<file path="src/rtl/spi_feeder_pkg.sv">
// spi_feeder shared types and default parameters.
// Optional RX capture is enabled with SPI_FEEDER_RX_CAPTURE_EN.
package spi_feeder_pkg;

   typedef enum logic [1:0] {
      IDLE,
      LOAD,
      WAIT_DONE,
      CAPTURE
   } state_t;

   localparam int DEF_BITS    = 8;
   localparam int DEF_DEPTH   = 4;
   localparam int DEF_TIMEOUT = 64;

   // Width of a counter that must hold the value n.
   function automatic int cnt_w(input int n);
      return (n < 2) ? 1 : $clog2(n + 1);
   endfunction

endpackage

</file>
<file path="src/rtl/spi_feeder_fifo.sv">
// spi_feeder transmit queue: DEPTH x BITS, wrap-bit pointers.
// A pop frees a slot in the same cycle, so push at full succeeds with pop.
module spi_feeder_fifo
   import spi_feeder_pkg::*;
#(
   parameter int BITS  = DEF_BITS,
   parameter int DEPTH = DEF_DEPTH
) (
   input  logic            clk,
   input  logic            rst,
   input  logic            push,
   input  logic [BITS-1:0] wdata,
   input  logic            pop,
   output logic [BITS-1:0] head,
   output logic            full,
   output logic            empty
);

   localparam int AW = $clog2(DEPTH);
   localparam logic [AW:0] PTR_ONE = {{AW{1'b0}}, 1'b1};

   logic [AW:0]     wr_ptr;
   logic [AW:0]     rd_ptr;
   logic [BITS-1:0] mem [DEPTH];
   logic            do_push;
   logic            do_pop;

   assign empty   = (wr_ptr == rd_ptr);
   assign full    = (wr_ptr[AW] != rd_ptr[AW]) &&
                    (wr_ptr[AW-1:0] == rd_ptr[AW-1:0]);
   assign do_pop  = pop && !empty;
   assign do_push = push && (!full || do_pop);
   assign head    = mem[rd_ptr[AW-1:0]];

   // Pointer advance; reset empties the queue.
   always_ff @(posedge clk) begin
      if (rst) begin
         wr_ptr <= '0;
         rd_ptr <= '0;
      end else begin
         if (do_push) wr_ptr <= wr_ptr + PTR_ONE;
         if (do_pop)  rd_ptr <= rd_ptr + PTR_ONE;
      end
   end

   // Storage write; contents need no reset.
   always_ff @(posedge clk) begin
      if (do_push) mem[wr_ptr[AW-1:0]] <= wdata;
   end

endmodule

</file>
<file path="src/rtl/spi_feeder.sv">
// spi_feeder: queues words and hands them one at a time to an SPI master.
// Define SPI_FEEDER_RX_CAPTURE_EN to capture the received word on rx_data.
module spi_feeder
   import spi_feeder_pkg::*;
#(
   parameter int BITS    = DEF_BITS,
   parameter int DEPTH   = DEF_DEPTH,
   parameter int TIMEOUT = DEF_TIMEOUT
) (
   input  logic            clk,
   input  logic            rst,
   input  logic [BITS-1:0] in_data,
   input  logic            in_valid,
   output logic            in_ready,
   output logic [BITS-1:0] m_data_out,
   output logic            m_data_ready,
   input  logic            m_data_sent,
   input  logic [BITS-1:0] m_data_in,
   output logic [BITS-1:0] rx_data,
   output logic            rx_valid,
   output logic            busy,
   output logic            err
);

   localparam int TW = cnt_w(TIMEOUT);
   localparam logic [TW-1:0] TO_LAST = TW'(TIMEOUT - 1);
   localparam logic [TW-1:0] TO_ONE  = TW'(1);

   state_t          state;
   state_t          state_nx;
   logic [TW-1:0]   to_cnt;
   logic            fifo_push;
   logic            fifo_pop;
   logic            fifo_full;
   logic            fifo_empty;
   logic [BITS-1:0] fifo_head;
   logic            done;
   logic            timed_out;

   assign fifo_pop  = (state == IDLE) && !fifo_empty;
   // A slot freed by this cycle's pop is offered straight back.
   assign in_ready  = !fifo_full || fifo_pop;
   assign fifo_push = in_valid && in_ready;
   assign busy      = (state != IDLE) || !fifo_empty;
   assign done      = (state == WAIT_DONE) && m_data_sent;
   assign timed_out = (state == WAIT_DONE) && !m_data_sent &&
                      (to_cnt == TO_LAST);

   spi_feeder_fifo #(
      .BITS  (BITS),
      .DEPTH (DEPTH)
   ) u_fifo (
      .clk   (clk),
      .rst   (rst),
      .push  (fifo_push),
      .wdata (in_data),
      .pop   (fifo_pop),
      .head  (fifo_head),
      .full  (fifo_full),
      .empty (fifo_empty)
   );

   // State register.
   always_ff @(posedge clk) begin
      if (rst) state <= IDLE;
      else     state <= state_nx;
   end

   // Transfer sequencing; completion beats timeout in the same cycle.
   always_comb begin
      state_nx = state;
      unique case (state)
         IDLE:      if (!fifo_empty) state_nx = LOAD;
         LOAD:      state_nx = WAIT_DONE;
         WAIT_DONE: begin
            if (m_data_sent)    state_nx = CAPTURE;
            else if (timed_out) state_nx = IDLE;
         end
         CAPTURE:   state_nx = IDLE;
         default:   state_nx = IDLE;
      endcase
   end

   // Master-side outputs, timeout counter and sticky error.
   always_ff @(posedge clk) begin
      if (rst) begin
         m_data_out   <= '0;
         m_data_ready <= 1'b0;
         to_cnt       <= '0;
         err          <= 1'b0;
      end else begin
         if (fifo_pop) m_data_out <= fifo_head;
         if (state == LOAD) begin
            m_data_ready <= 1'b1;
            to_cnt       <= '0;
         end
         if (state == WAIT_DONE) begin
            if (done || timed_out) m_data_ready <= 1'b0;
            else                   to_cnt <= to_cnt + TO_ONE;
         end
         if (timed_out) err <= 1'b1;
      end
   end

`ifdef SPI_FEEDER_RX_CAPTURE_EN
   // Capture the master's word as the FSM enters CAPTURE.
   always_ff @(posedge clk) begin
      if (rst) begin
         rx_data  <= '0;
         rx_valid <= 1'b0;
      end else begin
         rx_valid <= done;
         if (done) rx_data <= m_data_in;
      end
   end
`else
   logic unused_rx;
   assign unused_rx = ^m_data_in;
   assign rx_data   = '0;
   assign rx_valid  = 1'b0;
`endif

endmodule

</file>
<file path="config.mk">
export PLATFORM = sky130hd
export DESIGN_NAME = spi_feeder
export DESIGN_NICKNAME = d
export VERILOG_FILES = /design/src/rtl/spi_feeder_pkg.sv /design/src/rtl/spi_feeder_fifo.sv /design/src/rtl/spi_feeder.sv
export SDC_FILE = /design/constraint.sdc
export NUM_CORES = 1
export LEC_CHECK = 0
export CAP_MARGIN = 20
export CORE_MARGIN = 2
export CORE_UTILIZATION = 52
export DETAILED_ROUTE_END_ITERATION = 8
export GPL_TIMING_DRIVEN = 0
export PLACE_DENSITY_LB_ADDON = 0.12
export SYNTH_ARGS = -nofsm -noshare
export SYNTH_HDL_FRONTEND = slang
export SYNTH_SLANG_ARGS = --single-unit
</file>
<file path="constraint.sdc">
create_clock -name clk -period 2.35 [get_ports clk]
set_clock_uncertainty 0.05 [all_clocks]
set_input_delay 0.47 -clock clk [delete_from_list [all_inputs] [get_ports clk]]
set_output_delay 0.47 -clock clk [all_outputs]
set_load 0.05 [all_outputs]
</file>
* Word level (Yosys, flattened, before mapping) *
Memory sizes are Yosys's and may differ from the RTL's. A register that Yosys moved wholly into a read port is not among the register bits.
Index checks and enable logic that the tools add are counted.

word-level totals
  logic and storage cells = 49
  register bits after elaboration = 17
  input port bits = 20
  memories = 1
  bits in writable memories = 32
  memory bits (read-only) = 0
  output and inout port bits = 21
  latch bits = 0

memories
  memory      depth  width  rd ports  clocked after Yosys merged registers in  write ports  line                   text
  u_fifo.mem  4      8      1         1                                        1            spi_feeder_fifo.sv:24  logic [BITS-1:0] mem [DEPTH];

operators by class
  bitwise logic cells = 0
  divide/modulo/power cells = 0
  shift operators = 0
  $lt $le $gt $ge = 0
  multiply operators = 0
  equality and inequality tests = 9
  reductions and logical operators = 18
  multiplexer cells = 12
  $add $sub $neg = 3

operators by type and width
  cell                   count
  $mux W7                3
  $logic_and A1 B1 Y1    8
  $pmux W2 S4            1
  $add A7 B1 Y7 const B  1
  $eq A7 B6 Y1 const B   1
  $add A3 B1 Y3 const B  2
  $mux W2                3
  $mux W1                5
  $eq A2 B2 Y1 const B   2
  $logic_or A1 B1 Y1     4
  $eq A3 B3 Y1           1
  $logic_not A1 Y1       3
  $ne A3 B3 Y1 const B   1
  $eq A2 B1 Y1 const B   1
  $eq A2 B2 Y1           1
  $logic_not A2 Y1       1
  $ne A2 B2 Y1 const B   1
  $reduce_and A2 Y1      1
  $reduce_bool A2 Y1     1
  $ne A1 B1 Y1           1

* Depth between registers and ports, before layout *
Gate-level depths: netlist of the first run.

  word-level depth = 8
  gate-level depth with buffers = 5
  mapped depth without buffers = 5

* Modules after synthesis *
From an unflattened synthesis of the first run, not the netlist that was laid out.

second synthesis, totals
  cell total of the unflattened synthesis = 210
  area, all modules = 2626.3 um2

by module, submodules not included
  module           cells an instance  times used  area an instance (um2)
  spi_feeder_fifo  97                 1           1699.1
  spi_feeder       113                1           927.1

* Worst setup path before layout of the first run *
Ideal clock, no wire load.

  path kind = register -> register
  start = register u_fifo.rd_ptr[1]
  end = memory u_fifo.mem[0][0] (netlist name), enable pin
  stages on the path, launching flop included = 5
  arrival time = 1.393 ns
  buffers on the path = 1
  required time = 2.023 ns
  path slack = 0.630 ns
  cells stage by stage = dfxtp_1 buf_4 xor2_1 o41a_1 and2_1

on the way
  word-level cells in the longest chain between the ends = 8
  elaborated cells on any way between the ends = 13

ends and longest elaborated chain
  element                                                           line                                                            text
  from (decl)                                                       spi_feeder_fifo.sv:23                                           logic [AW:0] rd_ptr;
  from (signal assigned)                                            spi_feeder_fifo.sv:42                                           if (do_pop) rd_ptr <= rd_ptr + PTR_ONE;
  $eq A3 B3 Y1 / $eq A2 B2 Y1 (equally long branches)               spi_feeder_fifo.sv:28, spi_feeder_fifo.sv:30
  $logic_not A1 Y1 / $logic_and A1 B1 Y1 (equally long branches)    spi_feeder_fifo.sv:31, spi_feeder.sv:40, spi_feeder_fifo.sv:29
  $logic_and A1 B1 Y1 / $logic_not A1 Y1 (equally long branches)    spi_feeder.sv:40, spi_feeder_fifo.sv:32, spi_feeder.sv:42
  $logic_or A1 B1 Y1 / $logic_and A1 B1 Y1 (equally long branches)  spi_feeder.sv:42, spi_feeder_fifo.sv:31
  $logic_and A1 B1 Y1 / $logic_or A1 B1 Y1 (equally long branches)  spi_feeder.sv:43, spi_feeder_fifo.sv:32
  $logic_and A1 B1 Y1 *                                             spi_feeder_fifo.sv:32                                           assign do_push = push && (!full || do_pop);
  $mux W1 *                                                         spi_feeder_fifo.sv:48                                           if (do_push) mem[wr_ptr[AW-1:0]] <= wdata;
  $mux W1 (not written as such) *                                   spi_feeder_fifo.sv:48
  to (decl)                                                         spi_feeder_fifo.sv:24

Mark *: on every way between the ends. The rest lies on a longest branch, timed or not.

* Final worst setup path of the first run *
  start = register state[0]
  end = output in_ready

on the way
  word-level cells in the longest chain between the ends = 3

ends and longest elaborated chain
  element                 line              text
  from (decl)             spi_feeder.sv:29  state_t state;
  from (signal assigned)  spi_feeder.sv:66  else state <= state_nx;
  $logic_not A2 Y1        spi_feeder.sv:40  assign fifo_pop = (state == IDLE) && !fifo_empty;
  $logic_and A1 B1 Y1     spi_feeder.sv:40
  $logic_or A1 B1 Y1      spi_feeder.sv:42  assign in_ready = !fifo_full || fifo_pop;
  to (decl)               spi_feeder.sv:14  output logic in_ready,

No other way between the ends.

==> impl_metrics.ini, run 1 <==
[synth]
ys_seq_area_frac = 0.597
synthFlopType = edfxtp_1
synthesis.area_mm2 = 0.00245
ys_types = 40
async_flop_share = 0
synth_edf_count = 32
synth-seq-cells = 57
syn-mean-instance-area_um2 = 13.4
yosysWarnings = 0
syn_inst = 183

[placed_design]
place_congestion = 0.862
placed_area_mm2 = 0.00277
io_buffer_count = 22
dp_hpwl_um = 3020
place_ws_ps = 73.0

[floorplan]
core_area_mm2 = 0.00444
die_w_um = 72.6
start_util = 0.551
die-area_mm2 = 0.00527
die_h_um = 72.6
rows = 24
ios = 41

[critical_path]
critical_path_class = reg -> out
crit_fanout = 7
cp_slowest_cell = dlygate4sd2_1
cp-end-kind = output pin
reg2reg_from = u_fifo.rd_ptr[1]
crit_path_start_kind = register
slowest_delay_ps = 530
worstReg2RegEnd = u_fifo.mem[2][0]
cp.required_ps = 1830
worst_ep_arrival_time_ps = 1640
ff2ff_setup_slack_ps = 320
path_cells = or2_1, nand4_1, dlygate4sd2_1
rr_worst_depth = 4

[cts]
cts_max_path_buffers = 2
cts.sinks = 57
clk_pin_slew_ps = 60
cts_buffers = 9
clk_latency_ps = 330
cts_tree = done
ctsRootBufferMaster = clkbuf_8
htreeDepth = 3
cts_setup_buffers = 0

[final_layout]
layout_common_cells = 32 x edfxtp_1, 25 x dfxtp_1, 20 x clkdlybuf4s50_1, 19 x nor2_1, 12 x buf_4
layout_commonest_cell = edfxtp_1
area_growth_pct = 19.6
antenna_cells = 0
layout-drive-gt1-share = 0.170
nets = 251
nFillCells = 336
fin_area_mm2 = 0.00293

[route]
wirelength_um = 4370
vias = 1542
drc = 0
drtAntennaViolNets = 0
viasPerCell = 5.47
dr.pass1.iters = 4
routedWlPerCell_um = 15.5
drtIter0Drc = 44

[power_and_ir_drop]
ir_drop_mv = 0.590
p_leak_nw = 1.05
powerDensity_mw_per_mm2 = 1070

[timing]
final_max_slew_viol_count = 0
hold_viol_final = 0
slew_headroom = 0.481
fmax_ghz = 0.464
finalSetupViolations = 0
worst_pin_slew_ps = 768
timing.hold.ws_ps = 416
rsz0062_at_grt = false
period_needed_ps = 2160
fin_ws_ps = 193
layout_worst_path_cycle_share = 0.918

[global_route]
grt_pass1_vias = 1550
antenna_found_initial = 0
grt_usage = 0.191
grt_overflow_total = 0
grt_pass1_wl_um = 7290
grt_start_max_net_pins = 11

[worst_hold_path]
hold_depth = 2
min_to = to_cnt[6]
min_from = to_cnt[6]
hold_class = reg -> reg

[job]
maxCapViolations = 0

[outcome]
status = finished, final reports clean
flip-flops by register name, indices dropped and copies added, names as in the netlist:
name,flops
u_fifo.mem,32
u_fifo.rd_ptr,3
err,1
u_fifo.wr_ptr,3
m_data_ready,1
to_cnt,7
state,2
m_data_out,8
metrics by stage:
step | TNS [ps] | power [mW] | util | instances
floorplan | 0 | 2.14 | - | 191
global placement | -834 | 2.41 | 0.622 | 265
detailed placement | 0 | 2.44 | 0.623 | 266
CTS | -19.0 | 3.17 | 0.658 | 282
global route | 0 | 3.31 | 0.659 | 282
finish | 0 | 3.14 | 0.659 | 282
layer usage:
metal	wire [um]	vias up	GRT usage
li1	-	737	-
met1	1790	752	0.217
met3	229	11	0.0704
met4	82	0	0.105
met2	2260	42	0.314
met5	0	-	0
power breakdown:
part | internal [mW] | switching [mW]
Sequential | 1.18 | 0.0962
Clock | 0.377 | 0.362
Combinational | 0.450 | 0.678
Yosys cell counts (2+ instances only):
cell type	count	share of area
nand2b_1	3	0.0077
and2_1	3	0.0077
ha_1	6	0.031
nor2_1	19	0.029
edfxtp_1	32	0.39
xor2_1	3	0.011
nand3b_1	2	0.0061
nand3_1	7	0.014
a31oi_1	2	0.0051
mux2i_1	10	0.041
nand4_1	2	0.0051
nand2_1	6	0.0092
dfxtp_1	25	0.20
mux4_2	8	0.074
or2_1	2	0.0051
xnor2_1	7	0.025
a21oi_1	7	0.014
inv_1	4	0.0061
clkbuf_1	4	0.0061
buf_4	11	0.034
worst max-delay path, delay by kind of cell, from the launching register on:
| kind | cells | cell delay, ps |
|---|---|---|
| flip-flops | 1 | 390 |
| buffers and inverters | 1 | 530 |
| AND/OR/NAND/NOR | 2 | 390 |
cell type report:
class,count,area (um^2),share of cell area
multi-input cells,114,897,0.307
clock inverters,4,22.5,0.00770
repair buffers,23,221,0.0757
well taps,52,65.1,0.0222
plain buffers,16,109,0.0372
clock buffers,12,135,0.0462
inverters,4,15.0,0.00513
flip-flops and latches,57,1460,0.499
repair_timing:
item	4_1_cts	5_1_grt
hold buffers	0	0
endpoints found under the setup margin	2	1
pin swaps	0	0
resized for setup	2	3
logic make-up (layout without fill, tap and decap cells):
group | count (synthesis) | after routing | synth area share
flip-flops | 57 | 57 | 0.597
AND/OR/NAND/NOR | 50 | 50 | 0.104
AO/OA/AOI/OAI | 20 | 20 | 0.0608
buffers and inverters | 20 | 59 | 0.0506
multiplexers | 19 | 19 | 0.119
XOR/XNOR | 10 | 10 | 0.0358
adder cells (fa/ha/maj) | 6 | 6 | 0.0307
other | 1 | 9 | 0.00153
worst max-delay path by stage:
stage / depth (start not counted) / endpoint / start
after floorplan: 4 / u_fifo.mem[0][0] / u_fifo.rd_ptr[1]
after global placement: 3 / u_fifo.mem[3][7] / in_valid
after detailed placement: 5 / busy / u_fifo.rd_ptr[1]
after CTS: 5 / busy / u_fifo.rd_ptr[1]
after global routing: 5 / busy / u_fifo.rd_ptr[0]
final: 3 / in_ready / state[0]
Power figures use the tool's default switching activity.
==> run 2, diff against run 1 <==
--- a/config.mk
+++ b/config.mk
@@ -10,7 +10,7 @@
 export CORE_UTILIZATION = 52
 export DETAILED_ROUTE_END_ITERATION = 8
 export GPL_TIMING_DRIVEN = 0
-export PLACE_DENSITY_LB_ADDON = 0.12
+export PLACE_DENSITY = 0.85
 export SYNTH_ARGS = -nofsm -noshare
 export SYNTH_HDL_FRONTEND = slang
 export SYNTH_SLANG_ARGS = --single-unit
==> impl_metrics.ini, run 2 (synthesis gave the netlist of run 1 again) <==
[outcome]
status = finished, final reports clean

[final_layout]
antenna_cells = 0
area_growth_pct = 19.9
fin_area_mm2 = 0.00293
layout_common_cells = 32 x edfxtp_1, 25 x dfxtp_1, 20 x clkdlybuf4s50_1, 19 x nor2_1, 12 x buf_4
final_util = 0.660
nFillCells = 349
layout_commonest_cell = edfxtp_1
largest_reg_flops = 32
layout-drive-gt1-share = 0.170
nets = 251

[cts]
cts_setup_buffers = 0
htreeDepth = 3
cts_max_path_buffers = 2
clk_pin_slew_ps = 60
clk_latency_ps = 340
cts_buffers = 9
hold_buffers = 0
cts_tree = done
cts.sinks = 57
ctsRootBufferMaster = clkbuf_8

[critical_path]
crit_path_start_kind = register
critical_path_class = reg -> out
cp.required_ps = 1830
slowest_delay_ps = 530
cp_slowest_cell = dlygate4sd2_1
path_cells = or2_1, nand4_1, dlygate4sd2_1
crit_fanout = 7
worst_ep_arrival_time_ps = 1630
cp-end-kind = output pin

[route]
dr.pass1.iters = 4
wirelength_um = 4060
viasPerCell = 5.26
drtAntennaViolNets = 0
drc = 0
drtIter0Drc = 51
vias = 1483
routedWlPerCell_um = 14.4

[placed_design]
place_congestion = 0.759
io_buffer_count = 22
dp_hpwl_um = 2760
placed_area_mm2 = 0.00277
place_ws_ps = 78.0

[timing]
finalSetupViolations = 0
final_max_slew_viol_count = 0
fin_ws_ps = 199
fmax_ghz = 0.465
slew_headroom = 0.632
worst_pin_slew_ps = 545
hold_viol_final = 0
rsz0062_at_grt = false
layout_worst_path_cycle_share = 0.915
period_needed_ps = 2150

[global_route]
grt_usage = 0.180
antenna_found_initial = 0
grt_pass1_vias = 1422
grt_pass1_wl_um = 6750
grt_overflow_total = 0
grt_start_max_net_pins = 12

[power_and_ir_drop]
power.total_mw = 3.16
switching_share = 0.365
p_leak_nw = 1.05
clkPwrFrac = 0.243
powerDensity_mw_per_mm2 = 1080
ir_drop_mv = 0.583
p_int_mw = 2.01
p_switching_mw = 1.16
pwr-share-comb = 0.354
seqPwrFrac = 0.403

[worst_hold_path]
hold_class = reg -> reg

[floorplan]
rows = 24
core_area_mm2 = 0.00444
ios = 41
die-area_mm2 = 0.00527
die_h_um = 72.6
die_w_um = 72.6
start_util = 0.551

[job]
maxCapViolations = 0
run 2: changes by cell type in the layout (fill, tap and decap cells not counted), sizes merged:
cell	before	now
clkbuf	17	14
clkinv	3	5
inv	4	5
run 2: area by class of cell:
type	instances	area, um^2	area share
clock inverters	7	46.3	0.0158
inverters	4	15.0	0.00512
repair buffers	23	221	0.0755
flip-flops and latches	57	1460	0.498
plain buffers	16	109	0.0371
clock buffers	9	124	0.0422
well taps	52	65.1	0.0222
multi-input cells	114	892	0.304
run 2: worst paths after layout:
kind	startpoint	end	slack, ps	depth (start not counted)
min	to_cnt[6]	to_cnt[6]	410	2
min reg2reg	to_cnt[6]	to_cnt[6]	410	2
max	state[0]	in_ready	200	3
max reg2reg	u_fifo.rd_ptr[0]	u_fifo.mem[2][5]	400	4
run 2: power by group through the flow:
stage	clock network (mW)	registers [mW]	logic [mW]
after floorplan	0	1.49	0.648
after global placement	0	1.29	1.12
after detailed placement	0	1.29	1.14
after CTS	0.793	1.27	1.14
after global routing	0.831	1.29	1.21
final	0.769	1.27	1.12
run 2: per-stage QoR:
step / instances / TNS, ps / hold WS, ps
final: 282 / 0 / 408
after global routing: 282 / 0 / 434
after CTS: 282 / -19.3 / 410
after detailed placement: 266 / 0 / 400
after global placement: 265 / -439 / 394
after floorplan: 191 / 0 / 385
run 2: critical path: cells and delay by family (launching register included):
family,cells,cell delay (ps)
flops,1,390
buf+inv,1,530
simple gates,2,380
run 2: repair_timing:
| action | CTS | global route |
|---|---|---|
| cloned | 0 | 0 |
| gates resized for setup | 2 | 2 |
| endpoints found under the setup margin | 2 | 1 |
run 2: per-layer routing:
layer	vias to the layer above	routed length (um)	global-route usage
met5	-	0	0
met3	11	207	0.0718
met1	692	1780	0.212
met4	0	84	0.103
li1	742	-	-
met2	38	1990	0.279
==> run 3, diff against run 2 <==
--- a/config.mk
+++ b/config.mk
@@ -6,11 +6,12 @@
 export NUM_CORES = 1
 export LEC_CHECK = 0
 export CAP_MARGIN = 20
-export CORE_MARGIN = 2
-export CORE_UTILIZATION = 52
+export CORE_MARGIN = 3
+export CORE_UTILIZATION = 55
+export CTS_BUF_LIST = sky130_fd_sc_hd__clkbuf_8
 export DETAILED_ROUTE_END_ITERATION = 8
 export GPL_TIMING_DRIVEN = 0
-export PLACE_DENSITY = 0.85
+export PLACE_DENSITY = 0.89
 export SYNTH_ARGS = -nofsm -noshare
 export SYNTH_HDL_FRONTEND = slang
 export SYNTH_SLANG_ARGS = --single-unit
==> constraint.sdc (replaced) <==
create_clock -name clk -period 2.35 [get_ports clk]
set_clock_uncertainty 0.05 [all_clocks]
set_input_delay 0.47 -clock clk [delete_from_list [all_inputs] [get_ports clk]]
set_output_delay 0.47 -clock clk [all_outputs]
set_load 0.005 [all_outputs]
==> impl_metrics.ini, run 3 (synthesis gave the netlist of run 1 again) <==
[outcome]
status = finished, final reports clean

[critical_path]
cp_slowest_cell = dfxtp_1
worst_ep_arrival_time_ps = 1680
crit_path_start_kind = register
slowest_delay_ps = 500
path_cells = xnor2_1, nand4_1, clkdlybuf4s50_1
cp-end-kind = output pin
cp.required_ps = 1830
rr_worst_depth = 4
critical_path_class = reg -> out
crit_fanout = 6

[cts]
cts_buffers = 9
clk_latency_ps = 340
cts_max_path_buffers = 2
cts.sinks = 57
htreeDepth = 3
ctsRootBufferMaster = clkbuf_8
clk_pin_slew_ps = 70
hold_buffers = 0
cts_tree = done
cts_setup_buffers = 0

[final_layout]
layout_commonest_cell = edfxtp_1
multi_input_area_um2 = 912
layout.cells.non_filler = 280
final_util = 0.720
area_growth_pct = 21.8
layout_common_cells = 32 x edfxtp_1, 24 x dfxtp_1, 21 x clkdlybuf4s50_1, 19 x nor2_1, 11 x buf_4
layout-drive-gt1-share = 0.187
antenna_cells = 0
seqCellArea_mm2 = 0.00146
largest_reg_flops = 32
nFillCells = 299
nets = 251

[global_route]
grt_usage = 0.190
grt_start_max_net_pins = 12
antenna_found_initial = 0
grt_overflow_total = 0
grt_pass1_vias = 1538
grt_pass1_wl_um = 7140

[timing]
timing.hold.ws_ps = 432
layout_worst_path_cycle_share = 0.937
fin_ws_ps = 148
finalSetupViolations = 0
hold_viol_final = 0
slew_headroom = 0.642
final_max_slew_viol_count = 0
worst_pin_slew_ps = 537
period_needed_ps = 2200
fmax_ghz = 0.454
rsz0062_at_grt = false

[route]
viasPerCell = 5.42
routedWlPerCell_um = 15.4
drc = 0
drtAntennaViolNets = 0
drtIter0Drc = 49
wirelength_um = 4310
dr.pass1.iters = 4
vias = 1517

[placed_design]
dp_hpwl_um = 2930
place_congestion = 0.804
io_buffer_count = 22
place_ws_ps = -47.4
dp_cells = 263

[floorplan]
die-area_mm2 = 0.00529
rows = 23
core_area_mm2 = 0.00414
ios = 41
die_w_um = 72.7
die_h_um = 72.7
start_util = 0.591

[power_and_ir_drop]
p_leak_nw = 1.07
powerDensity_mw_per_mm2 = 992
ir_drop_mv = 0.709

[worst_hold_path]
hold_class = reg -> reg
hold_depth = 2

[job]
maxCapViolations = 0
run 3: area by class of cell:
class,instances,share of cell area
inverters,4,0.00504
well taps,50,0.0210
repair buffers,23,0.0772
plain buffers,16,0.0390
flip-flops and latches,57,0.491
multi-input cells,114,0.306
clock inverters,6,0.0151
clock buffers,10,0.0462
run 3: repair_timing:
item | CTS | global route
resized for setup | 3 | 4
setup endpoints to repair | 1 | 1
pin swaps | 1 | 1
hold endpoints to repair | 0 | 0
run 3: per-layer routing:
layer  global-route usage  wire (um)
met5                    0          0
met4               0.0861         78
met3               0.0923        328
met2                0.321       2280
met1                0.198       1630
run 3: critical path, delay by kind of cell (launching register included):
kind / cells / cell delay, ps
flops: 1 / 500
buf+inv: 1 / 470
xor+xnor: 1 / 230
simple gates: 1 / 140
run 3: worst paths after layout:
| path | startpoint | endpoint | slack (ps) |
|---|---|---|---|
| worst max-delay path | u_fifo.wr_ptr[0] | in_ready | 150 |
| worst min-delay path | err | err | 430 |
| worst max register to register | u_fifo.rd_ptr[1] | u_fifo.mem[0][1] | 430 |
| worst min register to register | err | err | 430 |
run 3: where the power goes:
group	leakage, nW	internal (mW)	switching, mW
sequential	0.498	1.18	0.102
combinational	0.481	0.471	0.389
clock	0.0899	0.411	0.403
total	1.07	2.06	0.894
run 3: stage by stage:
step	power (mW)	TNS, ps	area (um^2)
global placement	2.11	0	2760
CTS	2.99	0	2960
finish	2.96	0	2980
global route	3.13	0	2980
floorplan	1.85	0	2480
detailed placement	2.15	-375	2760
==> patch 1, RTL diff (settings of run 1) <==
Change the package constant `DEF_TIMEOUT` from 64 to 128.
--- a/src/rtl/spi_feeder_pkg.sv
+++ b/src/rtl/spi_feeder_pkg.sv
@@ -12,5 +12,5 @@
    localparam int DEF_BITS    = 8;
    localparam int DEF_DEPTH   = 4;
-   localparam int DEF_TIMEOUT = 64;
+   localparam int DEF_TIMEOUT = 128;
 
    // Width of a counter that must hold the value n.
Check against the original RTL: same outputs for any inputs over 10 cycles, from zero or initial values and one cycle with rst high; that may be too few to reach the edited logic, so the function may still have changed.
==> patch 1 against run 1 <==
  * Worst setup slack worse by 0.069 ns
  * Combinational power is 4% higher
  * Critical path depth is 2 higher
  * Design area is 4.4% higher
  * Via count is 4.5% higher
  * Synthesized area is 2.6% higher
  * Sequential cell count is 1 higher
  * Clock power is 24% higher
  * Maximum frequency is 3.1% lower
  * Power is 8.0% higher
  * Wire length is 8.1% higher
  * Largest cell class unchanged
==> patch 1: results <==
[routing]
via_per_inst = 5.388
met3_length_um = 143
wire_per_inst_um = 15.79
dr.first_iter.drc_count = 102
wl_met1_um = 2086

[grt]
grt_pass1_wl_um = 7817
grt_max_degree = 12
grt_pass1_vias = 1634
grt_use_met3 = 0.06173
grtUsageMet1 = 0.2534
track_usage = 0.2007
use_met2 = 0.3105

[finish]
drive_gt1_frac = 0.1755
num-nonclk-buffers = 41
clkCellAreaFrac = 0.06678
nonClkBufAreaFrac = 0.1127
nets = 266
num-clock-buffers = 10
n_all_inverters = 3
num-fill-cells = 353
seq_share = 0.4850

[pwr]
p_leak_nw = 1.097
clk-power_uw = 917
pg_comb_mw = 1.18
power.internal_mw = 2.199

[placed_design]
dpl.hpwl_um = 3216
dp_slack_ns = -0.09615

[worst_setup_path]
crit_fanout = 10
cp-startpoint = "u_fifo.rd_ptr[1]$_SDFFE_PP0P_"
cp.arrival_ns = 1.71
endpoint = "busy"

[timing]
slew_headroom = 0.4984

[synth]
synth_cell_types = 38
ys_seq_area_frac = 0.5899

[cts]
cts.sinks = 58

[die]
coreArea_um2 = 4692

[run_status]
outcome = "completed"
## patch 1: cell types whose count changed in the layout (fill, tap and decap cells not counted), sizes merged, moves of 3 or more
cell,delta
nand3,+4
o21ai,+4
a21oi,+3
clkbuf,-3
## patch 1: how the worst min path moves through the flow
stage / from / to / slack, ns
6_report: err$_SDFFE_PP0P_ / err$_SDFFE_PP0P_ / 0.44
5_1_grt: m_data_out[3]$_SDFFE_PP0P_ / m_data_out[3]$_SDFFE_PP0P_ / 0.48
4_1_cts: err$_SDFFE_PP0P_ / err$_SDFFE_PP0P_ / 0.44
3_5_place_dp: err$_SDFFE_PP0P_ / err$_SDFFE_PP0P_ / 0.42
3_3_place_gp: err$_SDFFE_PP0P_ / err$_SDFFE_PP0P_ / 0.41
2_1_floorplan: to_cnt[3]$_SDFF_PP0_ / to_cnt[3]$_SDFF_PP0_ / 0.43
## patch 1: metrics by stage
step	hold slack (ns)	TNS (ns)	total power, mW	cells	util
floorplan	0.4281	0	2.179	206	-
global placement	0.4091	-0.2490	2.452	282	0.6029
detailed placement	0.4167	-0.09615	2.492	283	0.6045
CTS	0.4362	0	3.410	299	0.6485
global route	0.4765	0	3.576	299	0.6509
finish	0.4385	0	3.396	299	0.6509
## patch 1: cell families (layout without fill, tap and decap cells)
logic type	Yosys count	in the layout	share of synthesized area
flip-flops	58	58	0.5899
adder cells (fa/ha/maj)	6	6	0.02989
AND/OR/NAND/NOR	58	58	0.1176
AO/OA/AOI/OAI	26	26	0.06677
XOR/XNOR	9	9	0.03139
buffers and inverters	21	60	0.04733
other	1	9	0.001493
multiplexers	19	19	0.1156
## patch 1: what timing repair did
action	in CTS	in global routing
gates resized for setup	5	4
setup endpoints to repair	2	1
hold buffers	0	0
==> patch 2, RTL diff (settings of run 1) <==
Made on the original files. Encoding of `state_t`: now one-hot (4 bits for 4 states).
--- a/src/rtl/spi_feeder_pkg.sv
+++ b/src/rtl/spi_feeder_pkg.sv
@@ -3,9 +3,9 @@
 package spi_feeder_pkg;
 
-   typedef enum logic [1:0] {
-      IDLE,
-      LOAD,
-      WAIT_DONE,
-      CAPTURE
+   typedef enum logic [3:0] {
+      IDLE      = 4'b0001,
+      LOAD      = 4'b0010,
+      WAIT_DONE = 4'b0100,
+      CAPTURE   = 4'b1000
    } state_t;
 
Behaviour: no difference found for any inputs over 10 cycles, from zero or initial values and one cycle with rst high; not proved beyond that.
==> patch 2 against run 1 <==
  * Worst setup slack worse by 0.068 ns
  * Wire length rose by 5.4%
  * Sequential cell count is 2 higher
  * Power is 3.8% higher
  * First-iteration DRC count rose by 77%
  * Cell count up 6.7%
  * Design area rose by 5.7%
  * Synthesized cell count grew 2.7%
  * Synthesized area rose by 4.1%
  * Critical endpoint is now u_fifo.mem[2][4]$_DFFE_PP_
==> patch 2: results <==
[finish]
multiInputGateArea_um2 = 977.2
diodes = 0
drive_gt1_frac = 0.2094
nets = 255
nonClkBufAreaFrac = 0.1032
n_all_inverters = 5
clkCellAreaFrac = 0.06230
design.seq.count = 59
nMultiInputCombCells = 117
regArea_um2 = 1501
num-fill-cells = 358
num-nonclk-buffers = 37

[cts]
cts_setup_buffers = 0
clock_latency_ns = 0.33
path_clk_slew_ns = 0.06
cts_buffers = 9
clk_path_buf_depth = 2
htreeDepth = 3

[worst_setup_path]
ff2ff_setup_slack_ns = 0.12
worstReg2RegStart = "state[3]$_SDFFE_PP0P_"
crit_fanout = 8
r2r_cells = 3
r2r-end = "u_fifo.mem[2][4]$_DFFE_PP_"
cp.arrival_ns = 2.14
worstSetupPathType = "flop to flop"

[pwr]
ir_worst_vdd_mv = 0.5963
p_leak_nw = 1.102
seqPwrFrac = 0.396
pg_comb_mw = 1.08
power.internal_mw = 2.133
powerDensity_nw_per_um2 = 1056

[synth]
synthArstFlopShare = 0
yosys_warnings = 0
ys_top_cells_by_count = "edfxtp_1, dfxtp_1, nor2_1"
synth_cell_types = 45
ys_seq_area_frac = 0.5891
yosys-top-cells-area = "edfxtp_1, dfxtp_1, mux4_2"
synth_edf_count = 32

[hold_path]
hold_class = "flop to flop"
hold_end = "m_data_out[3]$_SDFFE_PP0P_"
hold_start = "m_data_out[3]$_SDFFE_PP0P_"

[placed_design]
port_buffers = 22
dpl.hpwl_um = 3122
globalplace.congestion = 0.7910

[grt]
grt_use_met3 = 0.05962
track_usage = 0.1926
grtUsageMet1 = 0.2257
use_met2 = 0.3224
grt_pass1_wl_um = 7596
grt_max_degree = 12

[timing]
slew_headroom = 0.5580

[routing]
dr.first_iter.drc_count = 78
drtPass1Iterations = 4
wl_met1_um = 1905
via_per_inst = 5.382
dr_wl_met2_um = 2414
wire_per_inst_um = 15.30
met3_length_um = 218

[run_status]
outcome = "completed"
==> patch 2: stage by stage <==
stage	util	std cells	cell area, um^2	hold WS (ns)	worst slack, ns
finish	0.6548	301	3093	0.4486	0.1248
global route	0.6548	301	3093	0.4638	0.02744
CTS	0.6551	301	3094	0.4500	0.03375
detailed placement	0.6103	285	2883	0.4340	-0.06509
global placement	0.6103	285	2883	0.4149	-0.02485
floorplan	-	196	2579	0.4101	0.4418
==> patch 2: timing repair <==
item                                    CTS  global route
gates cloned                              0             0
hold buffers                              0             0
endpoints found under the setup margin    2             2
gates resized for setup                   9             3
==> patch 2: critical path: stages, from the launching register on <==
cell     delay (ns)
dfxtp_1        0.37
or4b_4         0.60
a41oi_2        0.34
and2_1         0.50
==> patch 2: cells by family after synthesis <==
group | after synthesis | synth area share
compound gates | 22 | 0.07806
xor+xnor | 9 | 0.03093
fa+ha+maj | 6 | 0.02945
buf+inv | 20 | 0.04664
flops | 59 | 0.5891
mux | 18 | 0.1100
other cells | 1 | 0.001471
simple gates | 53 | 0.1144
